**src/rtl/rpn_if.sv**
```systemverilog
// rpn_if: token and result handshake bundle for rpn_evaluator.
//   number_in / number_in_stb / number_in_ack : operand token stream (STB/ACK)
//   sign_in   / sign_in_stb   / sign_in_ack   : operator token stream (STB/ACK)
//   result / error / result_stb / result_ack  : one result per expression (STB/ACK)
//   busy                                      : evaluator is not accepting tokens
// master = token producer / result consumer, slave = evaluator.
interface rpn_if #(
    parameter int DATA_W = 8,
    parameter int ACC_W  = 16
);
    logic [DATA_W-1:0] number_in;
    logic              number_in_stb;
    logic              number_in_ack;
    logic [DATA_W-1:0] sign_in;
    logic              sign_in_stb;
    logic              sign_in_ack;
    logic [ACC_W-1:0]  result;
    logic [2:0]        error;
    logic              result_stb;
    logic              result_ack;
    logic              busy;

    modport master (
        output number_in, number_in_stb, sign_in, sign_in_stb, result_ack,
        input  number_in_ack, sign_in_ack, result, error, result_stb, busy
    );

    modport slave (
        input  number_in, number_in_stb, sign_in, sign_in_stb, result_ack,
        output number_in_ack, sign_in_ack, result, error, result_stb, busy
    );
endinterface

```
**src/rtl/rpn_evaluator.sv**
```systemverilog
// rpn_evaluator: evaluates postfix token streams on an operand stack and returns
// one signed result plus error code per expression.
//   clk_i : clock, rising edge
//   rst_i : asynchronous active-high reset
//   bus   : rpn_if.slave (number/sign token inputs with ACKs, result STB/ACK, busy)
// Both token STBs high together form the end marker. Errors are sticky until the
// result is taken; tokens arriving while an error is pending are ACKed and dropped.
module rpn_evaluator #(
    parameter int DATA_W = 8,
    parameter int ACC_W  = 16,
    parameter int DEPTH  = 16
) (
    input  logic  clk_i,
    input  logic  rst_i,
    rpn_if.slave  bus
);
    localparam int SP_W  = $clog2(DEPTH) + 1;
    localparam int IDX_W = SP_W - 1;
    localparam int CNT_W = $clog2(ACC_W);

    localparam logic [SP_W-1:0]   SP_FULL  = SP_W'(DEPTH);
    localparam logic [SP_W-1:0]   SP_ONE   = SP_W'(1);
    localparam logic [SP_W-1:0]   SP_TWO   = SP_W'(2);
    localparam logic [CNT_W-1:0]  CNT_LAST = CNT_W'(ACC_W - 1);

    localparam logic [DATA_W-1:0] OP_ADD = DATA_W'(8'h2B);
    localparam logic [DATA_W-1:0] OP_SUB = DATA_W'(8'h2D);
    localparam logic [DATA_W-1:0] OP_MUL = DATA_W'(8'h2A);
    localparam logic [DATA_W-1:0] OP_DIV = DATA_W'(8'h2F);

    localparam logic [2:0] E_OK    = 3'd0;
    localparam logic [2:0] E_UNDER = 3'd1;
    localparam logic [2:0] E_OVER  = 3'd2;
    localparam logic [2:0] E_DIV0  = 3'd3;
    localparam logic [2:0] E_SIGN  = 3'd4;
    localparam logic [2:0] E_END   = 3'd5;

    typedef enum logic [1:0] {S_ACCEPT, S_EXEC, S_DIV, S_DONE} state_t;

    // + - * wrap silently to ACC_W bits.
    function automatic logic signed [ACC_W-1:0] alu(
        input logic [DATA_W-1:0]       op,
        input logic signed [ACC_W-1:0] a,
        input logic signed [ACC_W-1:0] b
    );
        logic signed [ACC_W-1:0] r;
        case (op)
            OP_ADD:  r = a + b;
            OP_SUB:  r = a - b;
            default: r = a * b;
        endcase
        return r;
    endfunction

    // |MIN| still fits as an unsigned ACC_W value.
    function automatic logic [ACC_W-1:0] magnitude(input logic signed [ACC_W-1:0] x);
        logic [ACC_W-1:0] ux;
        ux = $unsigned(x);
        return x[ACC_W-1] ? (~ux + 1'b1) : ux;
    endfunction

    // Negating 2^(ACC_W-1) gives MIN back, which makes MIN / -1 = MIN.
    function automatic logic signed [ACC_W-1:0] apply_sign(
        input logic [ACC_W-1:0] mag,
        input logic             neg
    );
        return $signed(neg ? (~mag + 1'b1) : mag);
    endfunction

    state_t                  state_q, state_d;
    logic [SP_W-1:0]         sp_q, sp_d;
    logic [2:0]              err_q, err_d;

    logic signed [ACC_W-1:0] stack_q [DEPTH];
    logic                    wr_en;
    logic [IDX_W-1:0]        wr_idx;
    logic signed [ACC_W-1:0] wr_data;

    logic signed [ACC_W-1:0] a_q, a_d, b_q, b_d;
    logic [DATA_W-1:0]       op_q, op_d;
    logic [ACC_W-1:0]        rem_q, rem_d, quo_q, quo_d, dvs_q, dvs_d;
    logic                    neg_q, neg_d;
    logic [CNT_W-1:0]        cnt_q, cnt_d;

    logic                    end_mark;
    logic                    op_ok;
    logic [SP_W-1:0]         sp_m1, sp_m2;
    logic [ACC_W:0]          trial, diff;
    logic                    qbit;
    logic [ACC_W-1:0]        rem_nx, quo_nx;

    assign end_mark = bus.number_in_stb && bus.sign_in_stb;
    assign op_ok    = (bus.sign_in == OP_ADD) || (bus.sign_in == OP_SUB) ||
                      (bus.sign_in == OP_MUL) || (bus.sign_in == OP_DIV);
    assign sp_m1    = sp_q - SP_ONE;
    assign sp_m2    = sp_q - SP_TWO;

    // Restoring divide step: shift next dividend bit into the remainder and
    // keep the subtraction only if it did not go negative.
    assign trial  = {rem_q, quo_q[ACC_W-1]};
    assign diff   = trial - {1'b0, dvs_q};
    assign qbit   = ~diff[ACC_W];
    assign rem_nx = qbit ? diff[ACC_W-1:0] : trial[ACC_W-1:0];
    assign quo_nx = {quo_q[ACC_W-2:0], qbit};

    // State register
    always_ff @(posedge clk_i or posedge rst_i) begin
        if (rst_i) begin
            state_q <= S_ACCEPT;
            sp_q    <= '0;
            err_q   <= E_OK;
        end else begin
            state_q <= state_d;
            sp_q    <= sp_d;
            err_q   <= err_d;
        end
    end

    // Stack storage and divide/operand scratch registers carry no reset.
    always_ff @(posedge clk_i) begin
        if (wr_en) stack_q[wr_idx] <= wr_data;
        a_q   <= a_d;
        b_q   <= b_d;
        op_q  <= op_d;
        rem_q <= rem_d;
        quo_q <= quo_d;
        dvs_q <= dvs_d;
        neg_q <= neg_d;
        cnt_q <= cnt_d;
    end

    // Next-state logic
    always_comb begin
        state_d = state_q;
        case (state_q)
            S_ACCEPT: begin
                if (end_mark)
                    state_d = S_DONE;
                else if (bus.sign_in_stb && err_q == E_OK && op_ok && sp_q >= SP_TWO)
                    state_d = S_EXEC;
            end
            S_EXEC:   state_d = (op_q == OP_DIV && b_q != '0) ? S_DIV : S_ACCEPT;
            S_DIV:    if (cnt_q == CNT_LAST) state_d = S_ACCEPT;
            S_DONE:   if (bus.result_ack) state_d = S_ACCEPT;
            default:  state_d = S_ACCEPT;
        endcase
    end

    // Stack pointer, error code and datapath updates
    always_comb begin
        sp_d    = sp_q;
        err_d   = err_q;
        wr_en   = 1'b0;
        wr_idx  = sp_q[IDX_W-1:0];
        wr_data = '0;
        a_d     = a_q;
        b_d     = b_q;
        op_d    = op_q;
        rem_d   = rem_q;
        quo_d   = quo_q;
        dvs_d   = dvs_q;
        neg_d   = neg_q;
        cnt_d   = cnt_q;
        case (state_q)
            S_ACCEPT: begin
                if (end_mark) begin
                    if (err_q == E_OK && sp_q != SP_ONE) err_d = E_END;
                end else if (bus.number_in_stb) begin
                    if (err_q == E_OK) begin
                        if (sp_q == SP_FULL) begin
                            err_d = E_OVER;
                        end else begin
                            wr_en   = 1'b1;
                            wr_data = $signed({{(ACC_W-DATA_W){1'b0}}, bus.number_in});
                            sp_d    = sp_q + SP_ONE;
                        end
                    end
                end else if (bus.sign_in_stb && err_q == E_OK) begin
                    if (!op_ok) begin
                        err_d = E_SIGN;
                    end else if (sp_q < SP_TWO) begin
                        err_d = E_UNDER;
                    end else begin
                        a_d  = stack_q[sp_m2[IDX_W-1:0]];
                        b_d  = stack_q[sp_m1[IDX_W-1:0]];
                        op_d = bus.sign_in;
                        sp_d = sp_m2;
                    end
                end
            end
            S_EXEC: begin
                if (op_q == OP_DIV) begin
                    if (b_q == '0) begin
                        err_d = E_DIV0;
                    end else begin
                        rem_d = '0;
                        quo_d = magnitude(a_q);
                        dvs_d = magnitude(b_q);
                        neg_d = a_q[ACC_W-1] ^ b_q[ACC_W-1];
                        cnt_d = '0;
                    end
                end else begin
                    wr_en   = 1'b1;
                    wr_data = alu(op_q, a_q, b_q);
                    sp_d    = sp_q + SP_ONE;
                end
            end
            S_DIV: begin
                rem_d = rem_nx;
                quo_d = quo_nx;
                cnt_d = cnt_q + 1'b1;
                if (cnt_q == CNT_LAST) begin
                    wr_en   = 1'b1;
                    wr_data = apply_sign(quo_nx, neg_q);
                    sp_d    = sp_q + SP_ONE;
                end
            end
            S_DONE: begin
                if (bus.result_ack) begin
                    sp_d  = '0;
                    err_d = E_OK;
                end
            end
            default: ;
        endcase
    end

    // Outputs
    always_comb begin
        bus.busy          = (state_q != S_ACCEPT);
        bus.number_in_ack = (state_q == S_ACCEPT) && bus.number_in_stb;
        bus.sign_in_ack   = (state_q == S_ACCEPT) && bus.sign_in_stb;
        bus.result_stb    = (state_q == S_DONE);
        bus.error         = (state_q == S_DONE) ? err_q : E_OK;
        bus.result        = (state_q == S_DONE && err_q == E_OK) ? $unsigned(stack_q[0]) : '0;
    end
endmodule

```
**src/flat_wrapper.sv**
```systemverilog
// flat-port wrapper written by rule: the top's interface ports become plain ports
module rpn_evaluator_flat 
#(
    parameter int DATA_W = 8,
    parameter int ACC_W  = 16,
    parameter int DEPTH  = 16
)
  (clk_i, rst_i, bus_number_in, bus_number_in_stb, bus_sign_in, bus_sign_in_stb, bus_result_ack, bus_number_in_ack, bus_sign_in_ack, bus_result, bus_error, bus_result_stb, bus_busy);
  rpn_if #(.DATA_W(DATA_W), .ACC_W(ACC_W)) bus_i ();
  input  logic clk_i;
  input  logic rst_i;
  input wire logic [$bits(bus_i.number_in)-1:0] bus_number_in;
  input wire logic [$bits(bus_i.number_in_stb)-1:0] bus_number_in_stb;
  input wire logic [$bits(bus_i.sign_in)-1:0] bus_sign_in;
  input wire logic [$bits(bus_i.sign_in_stb)-1:0] bus_sign_in_stb;
  input wire logic [$bits(bus_i.result_ack)-1:0] bus_result_ack;
  output wire logic [$bits(bus_i.number_in_ack)-1:0] bus_number_in_ack;
  output wire logic [$bits(bus_i.sign_in_ack)-1:0] bus_sign_in_ack;
  output wire logic [$bits(bus_i.result)-1:0] bus_result;
  output wire logic [$bits(bus_i.error)-1:0] bus_error;
  output wire logic [$bits(bus_i.result_stb)-1:0] bus_result_stb;
  output wire logic [$bits(bus_i.busy)-1:0] bus_busy;
  assign bus_i.number_in = bus_number_in;
  assign bus_i.number_in_stb = bus_number_in_stb;
  assign bus_i.sign_in = bus_sign_in;
  assign bus_i.sign_in_stb = bus_sign_in_stb;
  assign bus_i.result_ack = bus_result_ack;
  assign bus_number_in_ack = bus_i.number_in_ack;
  assign bus_sign_in_ack = bus_i.sign_in_ack;
  assign bus_result = bus_i.result;
  assign bus_error = bus_i.error;
  assign bus_result_stb = bus_i.result_stb;
  assign bus_busy = bus_i.busy;
  rpn_evaluator #(.DATA_W(DATA_W), .ACC_W(ACC_W), .DEPTH(DEPTH)) u_core (.clk_i(clk_i), .rst_i(rst_i), .bus(bus_i));
endmodule
```
**config.mk**
```make
export PLATFORM = sky130hd
export DESIGN_NAME = rpn_evaluator_flat
export DESIGN_NICKNAME = d
export VERILOG_FILES = /design/src/rtl/rpn_if.sv /design/src/rtl/rpn_evaluator.sv /design/src/flat_wrapper.sv
export SDC_FILE = /design/constraint.sdc
export NUM_CORES = 1
export LEC_CHECK = 0
export ABC_CLOCK_PERIOD_IN_PS = 12450
export CORE_MARGIN = 2
export CORE_UTILIZATION = 46
export CTS_CLUSTER_DIAMETER = 120
export DETAILED_ROUTE_END_ITERATION = 7
export HOLD_SLACK_MARGIN = 0.15
export SLEW_MARGIN = 20
export SYNTH_ARGS = -nofsm -noshare
export SYNTH_HDL_FRONTEND = slang
export SYNTH_SLANG_ARGS = --single-unit
```
**constraint.sdc**
```tcl
create_clock -name clk_i -period 12.45 [get_ports clk_i]
set_input_delay 3.735 -clock clk_i [delete_from_list [all_inputs] [get_ports clk_i]]
set_output_delay 3.735 -clock clk_i [all_outputs]
set_load 0.005 [all_outputs]
```
# Yosys cells after proc, flatten, opt, wreduce, memory -nomap -nowiden
# Memories as Yosys holds them, arrays and structs flattened. A register that Yosys moved wholly into a read port is not among the register bits.
# Index checks and enable logic that the tools add are counted.
# W data, S select, Z words.
# classes
addsub	10
multipliers	1
div	0
n_lt_le_gt_ge	2
eq_ne	31
n_shift	0
mux	61
bitwise	9
reduce_logical	25
# ops
op	n
$mux W16	13
$pmux W16 S2	3
$eq A8 B6 Y1 const B	7
$mux W5	10
$add A16 B1 Y16 const B	3
$not A16 Y16	3
$pmux W16 S3	1
$mux W3	12
$pmux W5 S4	1
$reduce_and A9 Y1	2
$sub A17 B16 Y17	1
$add A16 B16 Y16	1
$logic_not A16 Y1	1
$mul A16 B16 Y16	1
$reduce_bool A16 Y1	1
$sub A16 B16 Y16	1
$mux W15	1
$ne A3 B3 Y1 const B	4
$mux W2	5
$logic_and A1 B1 Y1	9
$pmux W3 S3	1
$reduce_and A3 Y1	3
$mux W1	8
$mux W4	2
30 further kinds	45
# word_totals
reg_bits	71
latch_bits	0
ramBits	256
rom_bits	0
in_bits	21
wordCells	150
n_memories	1
# memory_table
name	words	width	rd	rd_clocked_by_memory_dff	wr	line	source
u_core.stack_q	16	16	3	2	1	rpn_evaluator.sv:74	logic signed [ACC_W-1:0] stack_q [DEPTH];

# Longest topological paths before layout
# logic_depth
depth_word	9
ltp_mapped	24
ltp_nobuf	22

# Worst setup path after synthesis
# No wires, ideal clock.
# synth_timing
path_kind	input -> output
start	input bus_number_in_stb
end	output bus_number_in_ack
arrival_ns	4.161
required_ns	8.715
slack_ns	4.553
stages	3
path_buffers	1
cell_sequence	clkbuf_1 nand2_1 inv_1
# synth_between
elab_chain_cells	1
# synth_rtl
element	line	source
start, declared	flat_wrapper.sv:13	input wire logic [$bits(bus_i.number_in_stb)-1:0] bus_number_in_stb;
$logic_and A1 B1 Y1	rpn_evaluator.sv:231	bus.number_in_ack = (state_q == S_ACCEPT) && bus.number_in_stb;
end, declared	flat_wrapper.sv:17	output wire logic [$bits(bus_i.number_in_ack)-1:0] bus_number_in_ack;
# Every way passes these cells.

# Worst setup path in the final report
# Same ends and word-level chain as after synthesis.

==> metrics.csv <==
stage;metric;value;unit
floorplan;die_height;229;µm
final_layout;synthToLayoutAreaGrowth;11.8;%
clock_network;cts_root_buf;clkbuf_16;
worst_setup_path;cp_num_cells;4;
power_and_ir_drop;ir_worst_vdd;0.180;mV
detailed_routing;drcViolationCount;0;
worst_setup_path;crit_chain;clkdlybuf4s50_1 > nand2_1 > inv_1 > clkdlybuf4s50_1;
global_route;antenna_found_initial;3;
synth;avgSynthCellArea;13.0;µm²
worst_setup_path;r2r_start;u_core.b_q[5];
sta;max_freq;0.113;GHz
power_and_ir_drop;p_leak;9.60;nW
worst_hold_path;worstHoldPathType;reg -> reg;
worst_setup_path;path_buf_inv;3;
floorplan;core;0.0501;mm²
worst_setup_path;cp-startpoint;bus_number_in_stb;
detailed_routing;ant_nets;0;
final_layout;nets;2040;
floorplan;fp.dieW;229;µm
detailed_routing;dr.pass1.iters;5;
sta;finalCritPeriodShare;71.3;%
power_and_ir_drop;p_per_area;183;mW/mm²
clock_network;hold_buffers;0;
sta;drv_slew;0;
detailed_routing;vias;14900;
worst_setup_path;start_kind;input pin;
place;gp_congestion;0.880;
synth;synth_warnings;0;
synth;synth_edf_count;349;
sta;slew_headroom;23.8;%
floorplan;initial_utilization;46.5;%
worst_setup_path;crit_required;8.71;ns
worst_setup_path;worst-path-max-fanout;12;
sta;finClkSkew;0.0318;ns
sta;tns;0;ns
final_layout;multi_input_area;0.0117;mm²
clock_network;worst_skew_pair.late_latency;0.57;ns
global_route;grt_usage;23.0;%
synth;ys_top_cells_by_count;edfxtp_1 (349), inv_1 (171), nand2_1 (167);
global_route;grt_pass1_wl;91.8;mm
synth;post-synth-top-area-cell;edfxtp_1;
clock_network;cts_max_path_buffers;3;
synth;mappedNetlistArea;0.0233;mm²
synth;synth_top_cells_by_area;edfxtp_1 (45%), mux4_2 (15%), fa_1 (7.0%);
sta;hold_viol;0;
final_layout;seqCellArea;0.0107;mm²
global_route;grt_pass1_vias;15300;
status;status;complete, no violations;
clock_network;clk_pin_slew;0.06;ns
clock_network;cts_tree;done;
run;drv_cap;0;
synth;yosysSeqAreaShare;46.1;%
final_layout;n_fill_cell;4350;
detailed_routing;via_per_inst;5.89;
worst_setup_path;crit_slowest_cell;clkdlybuf4s50_1;
synth;yosys_register_bits;359;
worst_setup_path;cp-endpoint;bus_number_in_ack;
global_route;grt.overflow.total;0;
place;hpwl;39.0;mm
detailed_routing;drt-initial-drc-count;1205;
worst_setup_path;path_delay_family;buffers and inverters;
worst_setup_path;r2r_end;u_core.stack_q[9][15];
floorplan;dieArea;0.0524;mm²
worst_setup_path;critical_path.endpoint_type;output port;
clock_network;cts_resized;0;
clock_network;cts.sinks;359;
worst_setup_path;ff2ff_path_depth;18;
synth;yosysMostFrequentCell;edfxtp_1;
detailed_routing;wire_per_inst;23.3;µm
place;portBuffers;43;
worst_setup_path;timing.reg2reg.setup_slack;5.76;ns
global_route;grt_start_max_net_pins;50;
synth;syn_inst;1796;
floorplan;pin_count;44;
floorplan;row_count;82;
synth;syn_nets;2007;
worst_setup_path;worstPathArrival;5.15;ns
synth;yosysTopAreaCellShare;45.0;%
clock_network;cts_made_buffers;40;
worst_setup_path;crit_top_cell;clkdlybuf4s50_1;
sta;min_period;8.88;ns
clock_network;cts_setup_buffers;0;
place;numPlacedInstances;2456;
worst_setup_path;critPathKind;in -> out;
synth;synth-async-reset-ratio;2.79;%
worst_setup_path;max_stage_delay;0.67;ns
final_layout;drive_gt1_share;16.9;%
clock_network;htreeDepth;2;
sta;setup_viol;0;
final_layout;layoutNonFillerInstCount;2534;
sta;worst_pin_slew;1.14;ns
synth;ys.flop_type;edfxtp_1;
detailed_routing;routed_wl;59.1;mm
sta;rsz0062_at_grt;false;
synth;synth_cell_types;73;
-- how the worst min path moves through the flow --
stage                               start         endpoint  slack, ns  depth (start not counted)
final                      u_core.sp_q[4]   u_core.sp_q[4]       0.54                          1
after global routing      u_core.err_q[2]  u_core.err_q[2]       0.57                          1
after detailed placement   u_core.sp_q[4]   u_core.sp_q[4]       0.53                          1
after CTS                  u_core.sp_q[4]   u_core.sp_q[4]       0.54                          1
after floorplan            u_core.sp_q[4]   u_core.sp_q[4]       0.49                          1
after global placement     u_core.sp_q[4]   u_core.sp_q[4]       0.52                          1
-- layout make-up --
| type | instances | area share, % |
|---|---|---|
| Sequential cell | 359 | 41.2 |
| Antenna cell | 3 | 0.0288 |
| Timing Repair Buffer | 91 | 3.16 |
| Inverter | 171 | 2.46 |
| Tap cell | 672 | 3.23 |
| Clock inverter | 25 | 1.19 |
| Multi-Input combinational cell | 1166 | 44.8 |
| Clock buffer | 47 | 3.94 |
-- state kept, by name, indices dropped and copies added, names as in the netlist --
register        flops
u_core.a_q         16
u_core.b_q         16
u_core.cnt_q        4
u_core.dvs_q       16
u_core.err_q        3
u_core.neg_q        1
u_core.op_q         8
u_core.quo_q       16
u_core.rem_q       16
u_core.sp_q         5
u_core.stack_q    256
u_core.state_q      2
-- where the power goes --
part / total [mW] / switching (mW) / internal (mW)
clock network: 1.21 / 0.493 / 0.721
registers: 1.69 / 0.107 / 1.58
logic: 1.85 / 0.973 / 0.880
total: 4.75 / 1.57 / 3.18
-- routing by layer --
layer  GRT usage, %  wire, µm  share of wire (%)
met4           7.00      1520                2.6
met2           38.3     28800                 49
met5              0         0                  0
met1           31.9     25200                 43
met3           2.61      3530                6.0
-- logic make-up (layout without fill, tap and decap cells) --
kind of cell	count (synthesis)	in the layout	synth area share, %
compound gates	206	206	5.86
buf+inv	271	334	4.45
xor+xnor	112	112	4.21
fa+ha+maj	190	190	12.8
flops	359	359	46.1
simple gates	474	474	10.0
other cells	0	3	0
mux	184	184	16.5
-- worst register-to-register path: stages (launching register included) --
cell	delay, ns
edfxtp_1	0.98
and2_1	0.27
fa_1	0.41
inv_1	0.08
fa_1	0.43
fa_1	0.49
fa_1	0.55
inv_1	0.05
fa_1	0.47
inv_1	0.05
fa_1	0.47
inv_1	0.04
ha_1	0.32
a21oi_1	0.21
nor2b_1	0.08
a211oi_1	0.35
o21ai_0	0.21
xnor2_1	0.25
a311o_1	0.68
-- through the flow --
stage / setup slack [ns] / hold slack, ns / util [%] / cell area, µm² / total power [mW]
2_1_floorplan: 4.55 / 0.494 / - / 23300 / 2.97
5_1_grt: 3.45 / 0.567 / 52.0 / 26000 / 4.96
6_report: 3.57 / 0.541 / 52.0 / 26000 / 4.75
3_5_place_dp: 3.58 / 0.527 / 49.2 / 24600 / 3.55
4_1_cts: 3.57 / 0.535 / 51.9 / 26000 / 4.77
3_3_place_gp: 3.59 / 0.525 / 49.2 / 24600 / 3.52
-- cells in the final DEF (no fill, tap or decap), types with 62 or more instances in the layout --
| master | instances |
|---|---|
| edfxtp_1 | 349 |
| inv_1 | 171 |
| nand2_1 | 167 |
| mux4_2 | 160 |
| ha_1 | 108 |
| fa_1 | 81 |
| xnor2_1 | 75 |
| nor2_1 | 71 |
| and2_1 | 69 |
| o21ai_0 | 62 |
No activity file was read; power rests on OpenSTA's default activity.
